## config.mk

```make
export PLATFORM = sky130hd
export DESIGN_NAME = mem_port_arbiter
export DESIGN_NICKNAME = d
export VERILOG_FILES = /design/src/rtl/olivia_pkg.sv /design/src/rtl/mem_port_arbiter.sv
export SDC_FILE = /design/constraint.sdc
export NUM_CORES = 1
export LEC_CHECK = 0
export ABC_AREA = 1
export ABC_CLOCK_PERIOD_IN_PS = 1640
export CORE_AREA = 2 2 189 191
export CTS_CLUSTER_DIAMETER = 80
export CTS_CLUSTER_SIZE = 16
export DETAILED_ROUTE_END_ITERATION = 8
export DIE_AREA = 0 0 191 193
export MAX_ROUTING_LAYER = met4
export SYNTH_ARGS = -nofsm -noshare
export SYNTH_HDL_FRONTEND = slang
export SYNTH_SLANG_ARGS = --single-unit
```

## constraint.sdc

```tcl
create_clock -name CLK -period 1.64 [get_ports CLK]
set_input_delay 0.492 -clock CLK [delete_from_list [all_inputs] [get_ports CLK]]
set_output_delay 0.492 -clock CLK [all_outputs]
set_load 0.01 [all_outputs]
```

## src/rtl/olivia_pkg.sv

```systemverilog
// olivia_pkg: constants shared across the Olivia core slice.
// Holds the machine word width and the memory-port arbiter state encodings.
`default_nettype none

package olivia_pkg;

    localparam int XLEN        = 64;
    localparam int ARB_STATE_W = 2;

    localparam logic [1:0] ARB_IDLE   = 2'd0;
    localparam logic [1:0] ARB_BUSY_I = 2'd1;
    localparam logic [1:0] ARB_BUSY_D = 2'd2;

endpackage

`default_nettype wire

```

## src/rtl/mem_port_arbiter.sv

```systemverilog
// mem_port_arbiter: shares one single-ported memory between fetch (IF) and data (D),
// one access in flight at a time, D priority with a starvation guard for IF.
`default_nettype none

module mem_port_arbiter
    import olivia_pkg::*;
#(
    parameter int XLEN         = olivia_pkg::XLEN,
    parameter int MEM_LATENCY  = 2,
    parameter int STARVE_LIMIT = 4
) (
    input  logic            CLK,
    input  logic            RST,
    input  logic            if_req,
    input  logic [XLEN-1:0] if_addr,
    output logic            if_gnt,
    output logic            if_rvalid,
    output logic [31:0]     if_rdata,
    input  logic            d_req,
    input  logic            d_we,
    input  logic [XLEN-1:0] d_addr,
    input  logic [XLEN-1:0] d_wdata,
    output logic            d_gnt,
    output logic            d_rvalid,
    output logic [XLEN-1:0] d_rdata,
    output logic            mem_en,
    output logic            mem_we,
    output logic [XLEN-1:0] mem_addr,
    output logic [XLEN-1:0] mem_wdata,
    input  logic [XLEN-1:0] mem_rdata
);

    localparam int CNT_W    = $clog2(MEM_LATENCY + 1);
    localparam int STREAK_W = $clog2(STARVE_LIMIT + 1);
    localparam logic [CNT_W-1:0]    LAT_LOAD   = CNT_W'(MEM_LATENCY);
    localparam logic [STREAK_W-1:0] STREAK_MAX = STREAK_W'(STARVE_LIMIT);

    logic [ARB_STATE_W-1:0] state;
    logic [CNT_W-1:0]       cnt;
    logic [STREAK_W-1:0]    d_streak;
    logic                   we_latched;

    logic arb;
    logic d_win;
    logic if_win;
    logic busy_i;
    logic busy_d;

    assign busy_i = (state == ARB_BUSY_I);
    assign busy_d = (state == ARB_BUSY_D);

    // The counter sits at zero in IDLE and in the last BUSY cycle, so both arbitrate.
    assign arb    = (state == ARB_IDLE) || (cnt == '0);
    assign d_win  = d_req && !(if_req && (d_streak == STREAK_MAX));
    assign if_win = if_req && !d_win;

    // The counter holds its load value only in the first BUSY cycle.
    assign if_gnt    = busy_i && (cnt == LAT_LOAD);
    assign d_gnt     = busy_d && (cnt == LAT_LOAD);
    assign mem_en    = if_gnt || d_gnt;
    assign mem_we    = mem_en && we_latched;

    assign if_rvalid = busy_i && (cnt == '0);
    assign d_rvalid  = busy_d && (cnt == '0);
    assign if_rdata  = if_rvalid ? mem_rdata[31:0] : 32'd0;
    assign d_rdata   = d_rvalid  ? mem_rdata       : '0;

    always_ff @(posedge CLK) begin
        if (!RST) begin
            state      <= ARB_IDLE;
            we_latched <= 1'b0;
            mem_addr   <= '0;
            mem_wdata  <= '0;
        end else if (arb) begin
            if (d_win) begin
                state      <= ARB_BUSY_D;
                we_latched <= d_we;
                mem_addr   <= d_addr;
                mem_wdata  <= d_wdata;
            end else if (if_win) begin
                state      <= ARB_BUSY_I;
                we_latched <= 1'b0;
                mem_addr   <= if_addr;
            end else begin
                state      <= ARB_IDLE;
            end
        end
    end

    always_ff @(posedge CLK) begin
        if (!RST) begin
            cnt <= '0;
        end else if (arb) begin
            cnt <= (d_win || if_win) ? LAT_LOAD : '0;
        end else begin
            cnt <= cnt - CNT_W'(1);
        end
    end

    // Counts D grants that overtook a waiting IF; saturates so it never wraps.
    always_ff @(posedge CLK) begin
        if (!RST || !if_req) begin
            d_streak <= '0;
        end else if (arb && d_win) begin
            if (d_streak != STREAK_MAX) begin
                d_streak <= d_streak + STREAK_W'(1);
            end
        end else if (arb && if_win) begin
            d_streak <= '0;
        end
    end

endmodule

`default_nettype wire

```

==> flow_summary.toml <==
[placed_design]
dpl.cell_count = 1959
dpl_cell_area_mm2 = 0.01242
hpwlAfterDp_mm = 24.14
gp_congestion = 0.8557
io_buffers = 490

[power_and_ir_drop]
power.combinational.fraction_pct = 34.6
swShare_pct = 30.50
powerDensity_mw_per_mm2 = 776.4
p_clk_share_pct = 32.7
fin_total_pwr_mw = 11.70
seq_power_share_pct = 32.7
vdd_drop_max_mv = 0.7185
p_int_mw = 8.130
leakage_nw = 7.084
switching_power_mw = 3.568

[setup_path]
cp.required_ns = 1.15
crit_fanout = 4
path_cells = "inv_2 > or2_4 > nor2_4 > buf_4 > inv_2 > buf_6 > nor2_4 > buf_6"
max_stage_delay_ns = 0.33
rr_startpoint = "cnt[0]"
crit_start = "state[1]"
r2r_cells = 13
worstSetupStartpointType = "flop"
cp_num_buf_inv = 5
slowest_stage = "dfxtp_2"
reg2reg_slack_ns = -0.20
critPathArrivalTime_ns = 1.79
endpoint_kind = "output port"
cp_top_family = "simple AND/OR/NAND/NOR gates"
rr_endpoint = "mem_addr[35]"
crit_type = "reg2out"

[global_routing]
grt_pass1_wl_mm = 50.66
grt-ovfl-total = 0
track_usage_pct = 19.12
antenna_found_initial = 10
grt_use_met2_pct = 33.42
grt-busiest-layer = "met2"
grt_pass1_vias = 8600
grt_max_degree = 63
grtUsageMet3_pct = 5.575
use_met1_pct = 19.66

[timing]
setup_violations = 219
final-hold-violation-count = 0
period_needed_ns = 2.280
finalMaxSlewViolations = 0
setup_ws_ns = -0.6397
worst_pin_slew_ns = 0.4319
rsz0062_at_grt = "yes"
skew_ns = 0.007570
fmax_ghz = 0.4386
slew_headroom_pct = 71.20
final.period_utilization_pct = 139.0

[die]
io_pins = 491
coreArea_mm2 = 0.03496
die_w_um = 191
initial_core_util_pct = 18.44
rows = 69
dieArea_mm2 = 0.03686
die_h_um = 193

[clocking]
root_buffer = "clkbuf_16"
clk_path_buf_depth = 2
numCtsBuffers = 17
clk_pin_slew_ns = 0.06
cts_tree = "yes"
clock_latency_ns = 0.43
htreeDepth = 4
clock_sinks = 136

[synth]
yosysMostFrequentCell = "nor2_1"
yosysUniqueCellTypes = 23
async_reset_ff_share_pct = 0
yosysSeqAreaShare_pct = 42.22
yosys_warnings = 0
ys.flop_type = "dfxtp_1"
synth_area_mm2 = 0.006449
syn_area_per_cell_um2 = 6.417
synth_edf_count = 0
yosys_register_bits = 136
syn_nets = 1270
yosysTopAreaCell = "dfxtp_1"
synth.area.top_cells = "dfxtp_1 42%, nor2_1 17%, nand2_1 12%"
synth_top_area_share_pct = 42.22
synth_cells = 1005
ys_top_cells_by_count = "294 x nor2_1, 204 x nand2_1, 136 x dfxtp_1, 74 x inv_1"

[min_path]
hold_depth = 3
min_path_type = "in2reg"
min_to = "mem_addr[7]"
hold_start = "RST"

[layout]
nFillCells = 3477
fin_nets = 1855
drive_above_1_share_pct = 33.56
syn2layout_area_growth_pct = 133.6
seqCellArea_mm2 = 0.002731
final-instance-count-excl-fill = 2073
final_cell_area_mm2 = 0.01507
multi_input_area_mm2 = 0.004151

[drt]
vias = 8727
wl_per_cell_um = 17.48
drc_errors = 0
viasPerCell = 4.210
initialDrtViolationCount = 220
drt-total-wl_mm = 36.24
first_pass_iters = 4
ant_nets = 0

[outcome]
failed_checks = "negative setup slack"
outcome = "complete, but fails checks"

[job]
max_cap_violations = 0
==> worst register-to-register path: stages, from the launching register on <==
cell and delay (ns):
dfxtp_2 0.32, inv_2 0.07, ha_4 0.14, inv_4 0.05
buf_6 0.12, nand2_4 0.07, nand2_4 0.07, nor2_4 0.21
nor2_4 0.09, buf_12 0.16, buf_12 0.14, buf_16 0.13
o21ai_2 0.12, nor2_1 0.05
==> sequential cells by signal (all words and copies together) (netlist names) <==
register,cells
cnt,2
d_streak,3
mem_wdata,64
we_latched,1
state,2
mem_addr,64
==> routing by layer <==
layer	wire [um]	share of wire, %	vias up
li1	-	-	4319
met1	13490	37	4016
met2	18880	52	344
met3	2759	7.6	48
met4	1108	3.1	0
met5	0	0	-
==> power by group through the flow <==
stage | Sequential [mW] | Combinational [mW] | Clock [mW]
3_3_place_gp | 3.85 | 3.16 | 0
3_5_place_dp | 3.86 | 3.17 | 0
2_1_floorplan | 4.00 | 1.05 | 0
4_1_cts | 3.79 | 3.74 | 3.95
5_1_grt | 3.87 | 4.34 | 4.07
6_report | 3.83 | 4.05 | 3.82
==> area by class of cell <==
type                       count  area share, %
timing repair inverter         1        0.02491
multi-input combinational    720          27.55
antenna                        9         0.1495
timing repair buffer         637          44.38
clock inverter                12         0.8387
tap                          461          3.828
clock buffer                  20          3.031
inverter                      77          2.068
sequential                   136          18.13
==> cell families after synthesis <==
group / synth area share [%]
AO/OA/AOI/OAI: 10.55
XOR/XNOR: 0.1358
adder cells (fa/ha/maj): 0.7761
flip-flops: 42.22
AND/OR/NAND/NOR: 35.80
buffers and inverters: 10.52
==> what timing repair did <==
item,in CTS,in global routing
hold endpoints to repair,0,0
hold buffers,0,0
resized for setup,740,258
setup endpoints to repair,360,243
pin swaps,48,124
setup buffers,38,19
cloned,26,7
==> cell usage in the layout (no fill, tap or decap), drive strengths merged, types with 2 or more instances in the layout <==
cell type      count
buf              239
nor2             297
or2                2
nand4              2
inv               77
dfxtp            136
clkdlybuf4s50    259
and2               2
o21ai            129
nor3              65
a21oi              7
ha                 4
nand3              5
clkdlybuf4s15      3
clkbuf            28
diode              9
bufbuf             3
dlygate4sd2      125
clkinvlp           2
nand2            206
clkinv             9
bufinv             2
==> worst max path at each step <==
stage | endpoint | slack [ns] | depth (start not counted)
6_report | d_rdata[40] | -0.64 | 8
3_5_place_dp | d_rdata[40] | -0.74 | 5
3_3_place_gp | d_rdata[40] | -0.76 | 5
4_1_cts | d_rdata[33] | -0.65 | 8
5_1_grt | d_rdata[1] | -0.73 | 8
2_1_floorplan | d_rdata[13] | -0.02 | 6
==> through the flow <==
step / setup WS, ns / hold slack (ns) / util [%] / TNS (ns)
floorplan: -0.01976 / 0.4013 / - / -0.9879
global placement: -0.7598 / 0.4411 / 35.53 / -112.43
detailed placement: -0.7420 / 0.4476 / 35.53 / -117.93
CTS: -0.6533 / 0.3972 / 40.38 / -87.40
global route: -0.7269 / 0.3968 / 43.09 / -89.55
finish: -0.6397 / 0.4182 / 43.09 / -65.86
(Power assumes the default switching activity.)
